File: src/rtl/mem_rd_stream.sv
// Burst read sequencer for mem_dp port B: fetches len words from base and
// re-times them through a 2-entry FIFO onto a valid/ready stream.
module mem_rd_stream #(
    parameter int DWIDTH = 16,
    parameter int AWIDTH = 10
) (
    input  logic              clk,
    input  logic              rst,
    input  logic              req,
    input  logic [AWIDTH-1:0] base,
    input  logic [AWIDTH-1:0] len,
    output logic              busy,
    output logic              done,
    output logic              mem_en,
    output logic [AWIDTH-1:0] mem_addr,
    input  logic [DWIDTH-1:0] mem_rdata,
    output logic              out_valid,
    input  logic              out_ready,
    output logic [DWIDTH-1:0] out_data,
    output logic              out_last
);

    typedef enum logic [1:0] {
        S_IDLE  = 2'd0,
        S_RUN   = 2'd1,
        S_DRAIN = 2'd2
    } state_t;

    state_t              state_r;
    state_t              state_nxt_s;

    logic [AWIDTH-1:0]   addr_r;
    logic [AWIDTH-1:0]   len_r;
    logic [AWIDTH-1:0]   issued_r;
    logic                done_r;

    logic                inflight_r;
    logic                inflight_last_r;

    logic [DWIDTH-1:0]   fifo_data_r [2];
    logic                fifo_last_r [2];
    logic                wr_ptr_r;
    logic                rd_ptr_r;
    logic [1:0]          cnt_r;

    logic                pop_s;
    logic [2:0]          occ_s;
    logic                issue_s;
    logic                issue_last_s;
    logic                last_pop_s;
    logic                head_valid_s;

    // Handshake and occupancy terms shared by the FSM and the datapath
    always_comb begin
        head_valid_s = (cnt_r != 2'd0);
        pop_s        = head_valid_s & out_ready;
        occ_s        = {1'b0, cnt_r} + {2'b00, inflight_r} - {2'b00, pop_s};
        issue_last_s = (issued_r == (len_r - AWIDTH'(1)));
        last_pop_s   = pop_s & fifo_last_r[rd_ptr_r];
        // A read may only be issued when its word is guaranteed a FIFO slot
        if ((state_r == S_RUN) && (occ_s < 3'd2)) begin
            issue_s = 1'b1;
        end else begin
            issue_s = 1'b0;
        end
    end

    // Next-state logic
    always_comb begin
        state_nxt_s = state_r;
        case (state_r)
            S_IDLE: begin
                if (req && (len != {AWIDTH{1'b0}})) begin
                    state_nxt_s = S_RUN;
                end else begin
                    state_nxt_s = S_IDLE;
                end
            end
            S_RUN: begin
                if (issue_s && issue_last_s) begin
                    state_nxt_s = S_DRAIN;
                end else begin
                    state_nxt_s = S_RUN;
                end
            end
            S_DRAIN: begin
                if (last_pop_s) begin
                    state_nxt_s = S_IDLE;
                end else begin
                    state_nxt_s = S_DRAIN;
                end
            end
            default: begin
                state_nxt_s = S_IDLE;
            end
        endcase
    end

    // State register
    always_ff @(posedge clk) begin
        if (rst) begin
            state_r <= S_IDLE;
        end else begin
            state_r <= state_nxt_s;
        end
    end

    // Burst bookkeeping: captured parameters, read address, issue count, done pulse
    always_ff @(posedge clk) begin
        if (rst) begin
            addr_r   <= {AWIDTH{1'b0}};
            len_r    <= {AWIDTH{1'b0}};
            issued_r <= {AWIDTH{1'b0}};
            done_r   <= 1'b0;
        end else begin
            done_r <= 1'b0;
            if ((state_r == S_IDLE) && req) begin
                addr_r   <= base;
                len_r    <= len;
                issued_r <= {AWIDTH{1'b0}};
                done_r   <= (len == {AWIDTH{1'b0}});
            end else if (issue_s) begin
                addr_r   <= addr_r + AWIDTH'(1);
                issued_r <= issued_r + AWIDTH'(1);
            end else if ((state_r == S_DRAIN) && last_pop_s) begin
                done_r <= 1'b1;
            end
        end
    end

    // Read-latency tracker: marks the cycle in which mem_rdata carries a word
    always_ff @(posedge clk) begin
        if (rst) begin
            inflight_r      <= 1'b0;
            inflight_last_r <= 1'b0;
        end else begin
            inflight_r      <= issue_s;
            inflight_last_r <= issue_s & issue_last_s;
        end
    end

    // Two-entry output FIFO; push and pop in the same cycle are both honoured
    always_ff @(posedge clk) begin
        if (rst) begin
            fifo_data_r[0] <= {DWIDTH{1'b0}};
            fifo_data_r[1] <= {DWIDTH{1'b0}};
            fifo_last_r[0] <= 1'b0;
            fifo_last_r[1] <= 1'b0;
            wr_ptr_r       <= 1'b0;
            rd_ptr_r       <= 1'b0;
            cnt_r          <= 2'd0;
        end else begin
            if (inflight_r) begin
                fifo_data_r[wr_ptr_r] <= mem_rdata;
                fifo_last_r[wr_ptr_r] <= inflight_last_r;
                wr_ptr_r              <= ~wr_ptr_r;
            end
            if (pop_s) begin
                rd_ptr_r <= ~rd_ptr_r;
            end
            cnt_r <= cnt_r + {1'b0, inflight_r} - {1'b0, pop_s};
        end
    end

    assign busy      = (state_r != S_IDLE);
    assign done      = done_r;
    assign mem_en    = issue_s;
    assign mem_addr  = addr_r;
    assign out_valid = head_valid_s;
    assign out_data  = fifo_data_r[rd_ptr_r];
    assign out_last  = head_valid_s & fifo_last_r[rd_ptr_r];

endmodule

File: config.mk
export PLATFORM = sky130hd
export DESIGN_NAME = mem_rd_stream
export DESIGN_NICKNAME = d
export VERILOG_FILES = /design/src/rtl/mem_rd_stream.sv
export SDC_FILE = /design/constraint.sdc
export NUM_CORES = 1
export LEC_CHECK = 0
export CAP_MARGIN = 5
export CORE_ASPECT_RATIO = 1.25
export CORE_MARGIN = 8
export CORE_UTILIZATION = 48
export CTS_BUF_LIST = sky130_fd_sc_hd__clkbuf_4 sky130_fd_sc_hd__clkbuf_8
export DETAILED_ROUTE_END_ITERATION = 8
export PLACE_DENSITY = 0.88
export SLEW_MARGIN = 20
export SYNTH_ARGS = -nofsm -noshare
export SYNTH_HDL_FRONTEND = slang
export SYNTH_SLANG_ARGS = --single-unit
File: constraint.sdc
create_clock -name clk -period 3 [get_ports clk]
set_input_delay 0.3 -clock clk [delete_from_list [all_inputs] [get_ports clk]]
set_output_delay 0.3 -clock clk [all_outputs]
set_load 0.005 [all_outputs]
==> run metrics, run 1 <==
Clk Tree Root Cell clkbuf_8; status complete, but fails checks; final antenna-violating net count 0; Non-Filler Instances ~530; Nets 476; via count about 2800; Worst Hold Depth 2; top cells by count, synth 40 x dfxtp_1, 35 x and2_1, 34 x edfxtp_1, 34 x nand2_1, 34 x nor2_1; register area share after synthesis between 50 and 60%; leakage dissipation around 0.0018 uW; Worst Skew around 0.0093 ns; CP Class reg2reg; die height around 110 um; cell taking the most area after synthesis edfxtp_1; IO buf count 70; post-synthesis register bit count between 70 and 80; Die Footprint about 10000 um2; Setup TNS -0.307 ns; area of the core 7020 um2; Final WS setup -0.0805 ns; Fin. Hold Viols 0; TritonCTS Sinks 74; Final HPWL DP 5.64 mm; Yosys warning count 0; kind of end point of the critical path flip-flop; Least-Margin Pin Slew 0.817 ns; failing checks setup timing; CP required ~3.3 ns; DRC viols 0; worst-skew pair later-pin latency 0.35 ns; Slew HR 45.3%; CP peak stage delay 0.59 ns; synthesized area per cell 10.3 um2; most common cell in the synthesized netlist dfxtp_1; Post-synth EDFFs 34; DR WL/cell about 16 um; max-cap viol count 0; crit path cell chain nor2_4 > inv_2 > nand2_2 > inv_2 > ha_4 > inv_2 > ha_4 > inv_2 > fa_2 > nand2_2 > nor3_4 > nand3_1 > or4_4 > or4_4 > a21oi_2; Reg area about 1800 um2; vias per cell 5.33; Longest Clk Path Bufs 2; mapped cell area around 3500 um2; # rows 34; final setup vio count 5; Slowest-stage cell, CP fa_2; Max Fclk 325 MHz; CP max FO 3; cell count after synthesis 340; area growth from synthesis to layout 36.3%; post-synth cell types 42; ANT cells 0; unrepaired setup endpoints after global routing yes; Iter 0 DRT Violations roughly 140; DRT Pass-1 Iters 4; Layout Utilization between 60% and 70%; first-pass GRT wire length 13.0 mm; clock-pin slew on the worst setup and hold paths 0.08 ns; post-synth top area share between 20% and 30%; largest net degree at the start of global routing 26; cell mode on critical path inv_2; final wirelength between 8 and 9 mm; dpl cells approximately 490; r2r worst-path depth 15; Final Max Tran Viols 0; CTS tree built; global route overflow 0; H-Tree Depth 3; ys flop type dfxtp_1; I/O pin cnt approximately 70; antenna violations before repair 0; worst min-delay path class reg2reg; Fillers 532; share of cells above drive strength 1 between 10% and 20%; final worst-path cycle share 103%; vias in the first global route around 2800; Total Routing Usage GR approximately 16%; peak supply drop approximately 0.40 mV; CTS buffer count 9; effective utilization at floorplan 49.7%; hold_buf cts 0; Worst Setup Start Kind flip-flop; minimum clock period 3.08 ns; ranking of synthesized cells by area edfxtp_1 29%, dfxtp_1 23%, and2_1 6.3%; GPL Wtd Cong between 0.8 and 0.9; Power per Cell Area 633 nW/um2; ys async rst share 0%; Multi-input gate area between 1500 and 2000 um2; CP arrival about 3.4 ns; syn_nets 386; post-place setup slack -0.377 ns; Die W approximately 92 um
[layout by cell type, fill, tap and decap left out, drive strengths merged, types with 2 or more instances in the layout]
cell	n
mux2	16
a311oi	3
nor2	34
mux2i	4
nand4	9
a21oi	17
buf	23
nor3b	3
nand3	4
nand2b	5
clkdlybuf4s50	69
dfxtp	40
or4	2
xor2	18
and3	4
bufinv	3
a21o	2
clkbuf	10
a211oi	7
o21ai	7
clkinv	4
xnor2	9
ha	5
nand2	34
nor2b	2
inv	10
and2	35
nor4	3
or3	5
edfxtp	34
nor3	4
[critical path, delay by kind of cell (launching register included)]
kind | cells | cell delay, ns
compound gates | 1 | 0.12
fa+ha+maj | 3 | 0.92
buf+inv | 4 | 0.19
flops | 1 | 0.34
simple gates | 7 | 1.45
[metal layers]
layer	wire length, um	vias up	GRT usage (%)
li1	-	1360	-
met1	3220	1327	16.1
met2	4470	90	28.3
met3	473	19	4.13
met4	184	0	6.90
met5	0	-	0
[worst paths after layout]
path / start / to / slack [ns]
max: cnt_r[1] / state_r[1] / -0.08
min: len_r[9] / len_r[9] / 0.49
max reg2reg: cnt_r[1] / state_r[1] / -0.08
min reg2reg: len_r[9] / len_r[9] / 0.49
[through the flow]
step / total power [uW] / hold WS [ns] / area, um2
2_1_floorplan: 1640 / 0.436 / 3490
3_3_place_gp: 1980 / 0.463 / 4330
5_1_grt: 3140 / 0.528 / 4750
3_5_place_dp: 2010 / 0.475 / 4330
4_1_cts: 2970 / 0.486 / 4640
6_report: 3010 / 0.489 / 4750
[sequential cells by signal, summed over array words and instances, names as in the netlist, named ones only]
register,cells
inflight_r,1
cnt_r,2
issued_r,10
rd_ptr_r,1
done,1
len_r,10
fifo_data_r,32
wr_ptr_r,1
fifo_last_r,2
mem_addr,10
inflight_last_r,1
state_r,2
[power by group]
part / internal (uW) / switching (uW)
Sequential: 1170 / 109
Combinational: 484 / 317
Clock: 552 / 377
Total: 2210 / 803
[repair_timing]
| action | in CTS | in global routing |
|---|---|---|
| cloned | 0 | 1 |
| setup buffers | 4 | 11 |
| pin swaps | 4 | 7 |
| resized for setup | 12 | 11 |
| endpoints found under the setup margin | 10 | 10 |
| hold endpoints to repair | 0 | 0 |
[logic make-up after synthesis]
family,Yosys count,synth area share [%]
AO/OA/AOI/OAI,42,7.61
multiplexers,20,6.32
buffers and inverters,24,2.58
adder cells (fa/ha/maj),6,2.37
XOR/XNOR,27,6.78
AND/OR/NAND/NOR,147,22.1
flip-flops,74,52.3
[layout make-up]
cell class / instances / area share, %
multi-input cells: 242 / 35.1
repair buffers: 93 / 18.3
clock inverters: 7 / 2.47
flip-flops and latches: 74 / 38.4
inverters: 10 / 0.790
well taps: 90 / 2.37
clock buffers: 9 / 2.61
Note: power is estimated with default switching activity, not from simulation.
==> inputs of run 2 (changes only) <==
- ABC_CLOCK_PERIOD_IN_PS: not set -> 3000
- CORE_UTILIZATION: 48 -> 40
- PLACE_DENSITY: 0.88 -> 0.77
==> run metrics, run 2 (synthesis results as in run 1) <==
status complete, no violations; most common cell after layout, fill and taps aside clkdlybuf4s50_1; final antenna-violating net count 0 (unchanged); most frequent cells in the layout 69 x clkdlybuf4s50_1, 39 x dfxtp_1, 35 x and2_1; hold_buf cts 0 (unchanged); number of flip-flops in the largest register 32 (unchanged); vias in the first global route 2760 (-0.76%); via count 2742 (-1.9%); # rows 38 (+12%); CP required 3.28 ns (about the same); final worst-path cycle share 99.5% (-3.2 points); TritonCTS Sinks 74 (unchanged); DRT Pass-1 Iters 4 (unchanged); Worst Setup Start Kind flip-flop; Total Routing Usage GR 13.8% (-1.8 points); worst r2r src cnt_r[1]; Nets 474 (-0.42%); CP max FO 2 (-1); global route overflow 0 (unchanged); CP Class reg2reg; Worst Skew 0.00752 ns (-0.00183 ns); Die W 99.5 um (+7.9%); kind of end point of the critical path flip-flop; CTS buffer count 9 (unchanged); Max Fclk 335 MHz (+3.2%); DP Area 4360 um2 (+0.69%); area of the core 8560 um2 (+22%); antenna violations before repair 0 (unchanged); unrepaired setup endpoints after global routing yes; Fin. Hold Viols 0 (unchanged); CP Launch Point cnt_r[1]; CTS tree built; Power per Cell Area 630 nW/um2 (-0.51%); Iter 0 DRT Violations 79 (-42%); final setup vio count 0 (-5); first-pass GRT wire length 13.0 mm (about the same); Die Footprint 12000 um2 (+17%); Final Cell Area 4740 um2 (-0.32%); DR WL/cell 14.8 um (-7.2%); Least-Margin Pin Slew 0.740 ns (-0.0767 ns); dpl cells 507 (+2.6%); clock-pin slew on the worst setup and hold paths 0.08 ns (about the same); max-cap viol count 0 (unchanged); worst min-delay path class reg2reg; effective utilization at floorplan 40.7% (-8.9 points); worst-skew pair later-pin latency 0.34 ns (about the same); Clk Tree Root Cell clkbuf_8; Final HPWL DP 5.67 mm (+0.58%); die height 120 um (+8.2%); H-Tree Depth 3 (unchanged); Final Max Tran Viols 0 (unchanged); Setup TNS 0 ns (+0.307 ns); IO buf count 70 (unchanged); HP Start len_r[9]; minimum clock period 2.98 ns (-0.0956 ns); register name with the most flops fifo_data_r; leakage dissipation 0.00180 uW (-0.58%); vias per cell 5.14 (-3.4%); DRC viols 0 (unchanged); ANT cells 0 (unchanged); largest net degree at the start of global routing 30 (+15%); area growth from synthesis to layout 35.9%; I/O pin cnt 71 (unchanged); overall power 2980 uW (-0.83%); CP arrival 3.26 ns (-0.11 ns); Non-Filler Instances 533 (+1.5%); Slew HR 50.7% (+5.4 points); final wirelength 7.87 mm (-5.8%); share of cells above drive strength 1 16.9% (-2.0 points); GPL Wtd Cong 0.835 (-2.3%); Fillers 744 (+40%); Longest Clk Path Bufs 2 (unchanged); peak supply drop 0.301 mV (-24%)
-- run 2: final cells by class --
type,instances,area [um2],area share [%]
Tap cell,100,125,2.64
Inverter,10,37.5,0.792
Timing Repair Buffer,91,872,18.4
Clock inverter,7,115,2.43
Clock buffer,9,124,2.61
Multi-Input combinational cell,242,1640,34.6
Sequential cell,74,1820,38.5
-- run 2: worst paths after layout --
| path | end | slack [ns] | cells past startpoint |
|---|---|---|---|
| worst min-delay path | len_r[9] | 0.49 | 2 |
| worst max-delay path | state_r[1] | 0.02 | 15 |
| worst max register to register | state_r[1] | 0.02 | 15 |
| worst min register to register | len_r[9] | 0.49 | 2 |
-- run 2: repair_timing --
item                       4_1_cts  5_1_grt
setup endpoints to repair        9       12
pin swaps                        3        5
setup buffers                    2        8
gates resized for setup         12        7
-- run 2: per-stage QoR --
stage	hold WS [ns]	setup WS, ns	utilization (%)
floorplan	0.436	-0.0472	-
global placement	0.478	-0.284	50.9
detailed placement	0.482	-0.366	50.9
CTS	0.492	0.000597	54.4
global route	0.524	-0.0838	55.4
finish	0.491	0.0150	55.4
-- run 2: per-layer routing --
metal / up-vias / GRT usage, % / routed length (um)
met3: 4 / 5.23 / 533
met2: 78 / 23.8 / 3940
met4: 0 / 5.12 / 59
met1: 1301 / 14.9 / 3330
li1: 1359 / - / -
met5: - / 0 / 0
-- run 2: power by group --
part | leakage, uW | internal (uW) | switching (uW)
Combinational | 0.000999 | 485 | 335
Clock | 0.000119 | 553 | 369
Sequential | 0.000681 | 1170 | 71.8
Total | 0.00180 | 2210 | 776
-- run 2: worst max-delay path, stage by stage, from the launching register on --
cell and delay [ns]:
dfxtp_2 0.34, nor2_4 0.11, inv_2 0.05, nand2_2 0.06
inv_2 0.05, ha_4 0.21, inv_2 0.06, ha_4 0.12
inv_2 0.04, fa_2 0.54, nand2_2 0.07, nor3_4 0.15
nand3_1 0.09, or4_4 0.42, or4_4 0.51, a21oi_2 0.12
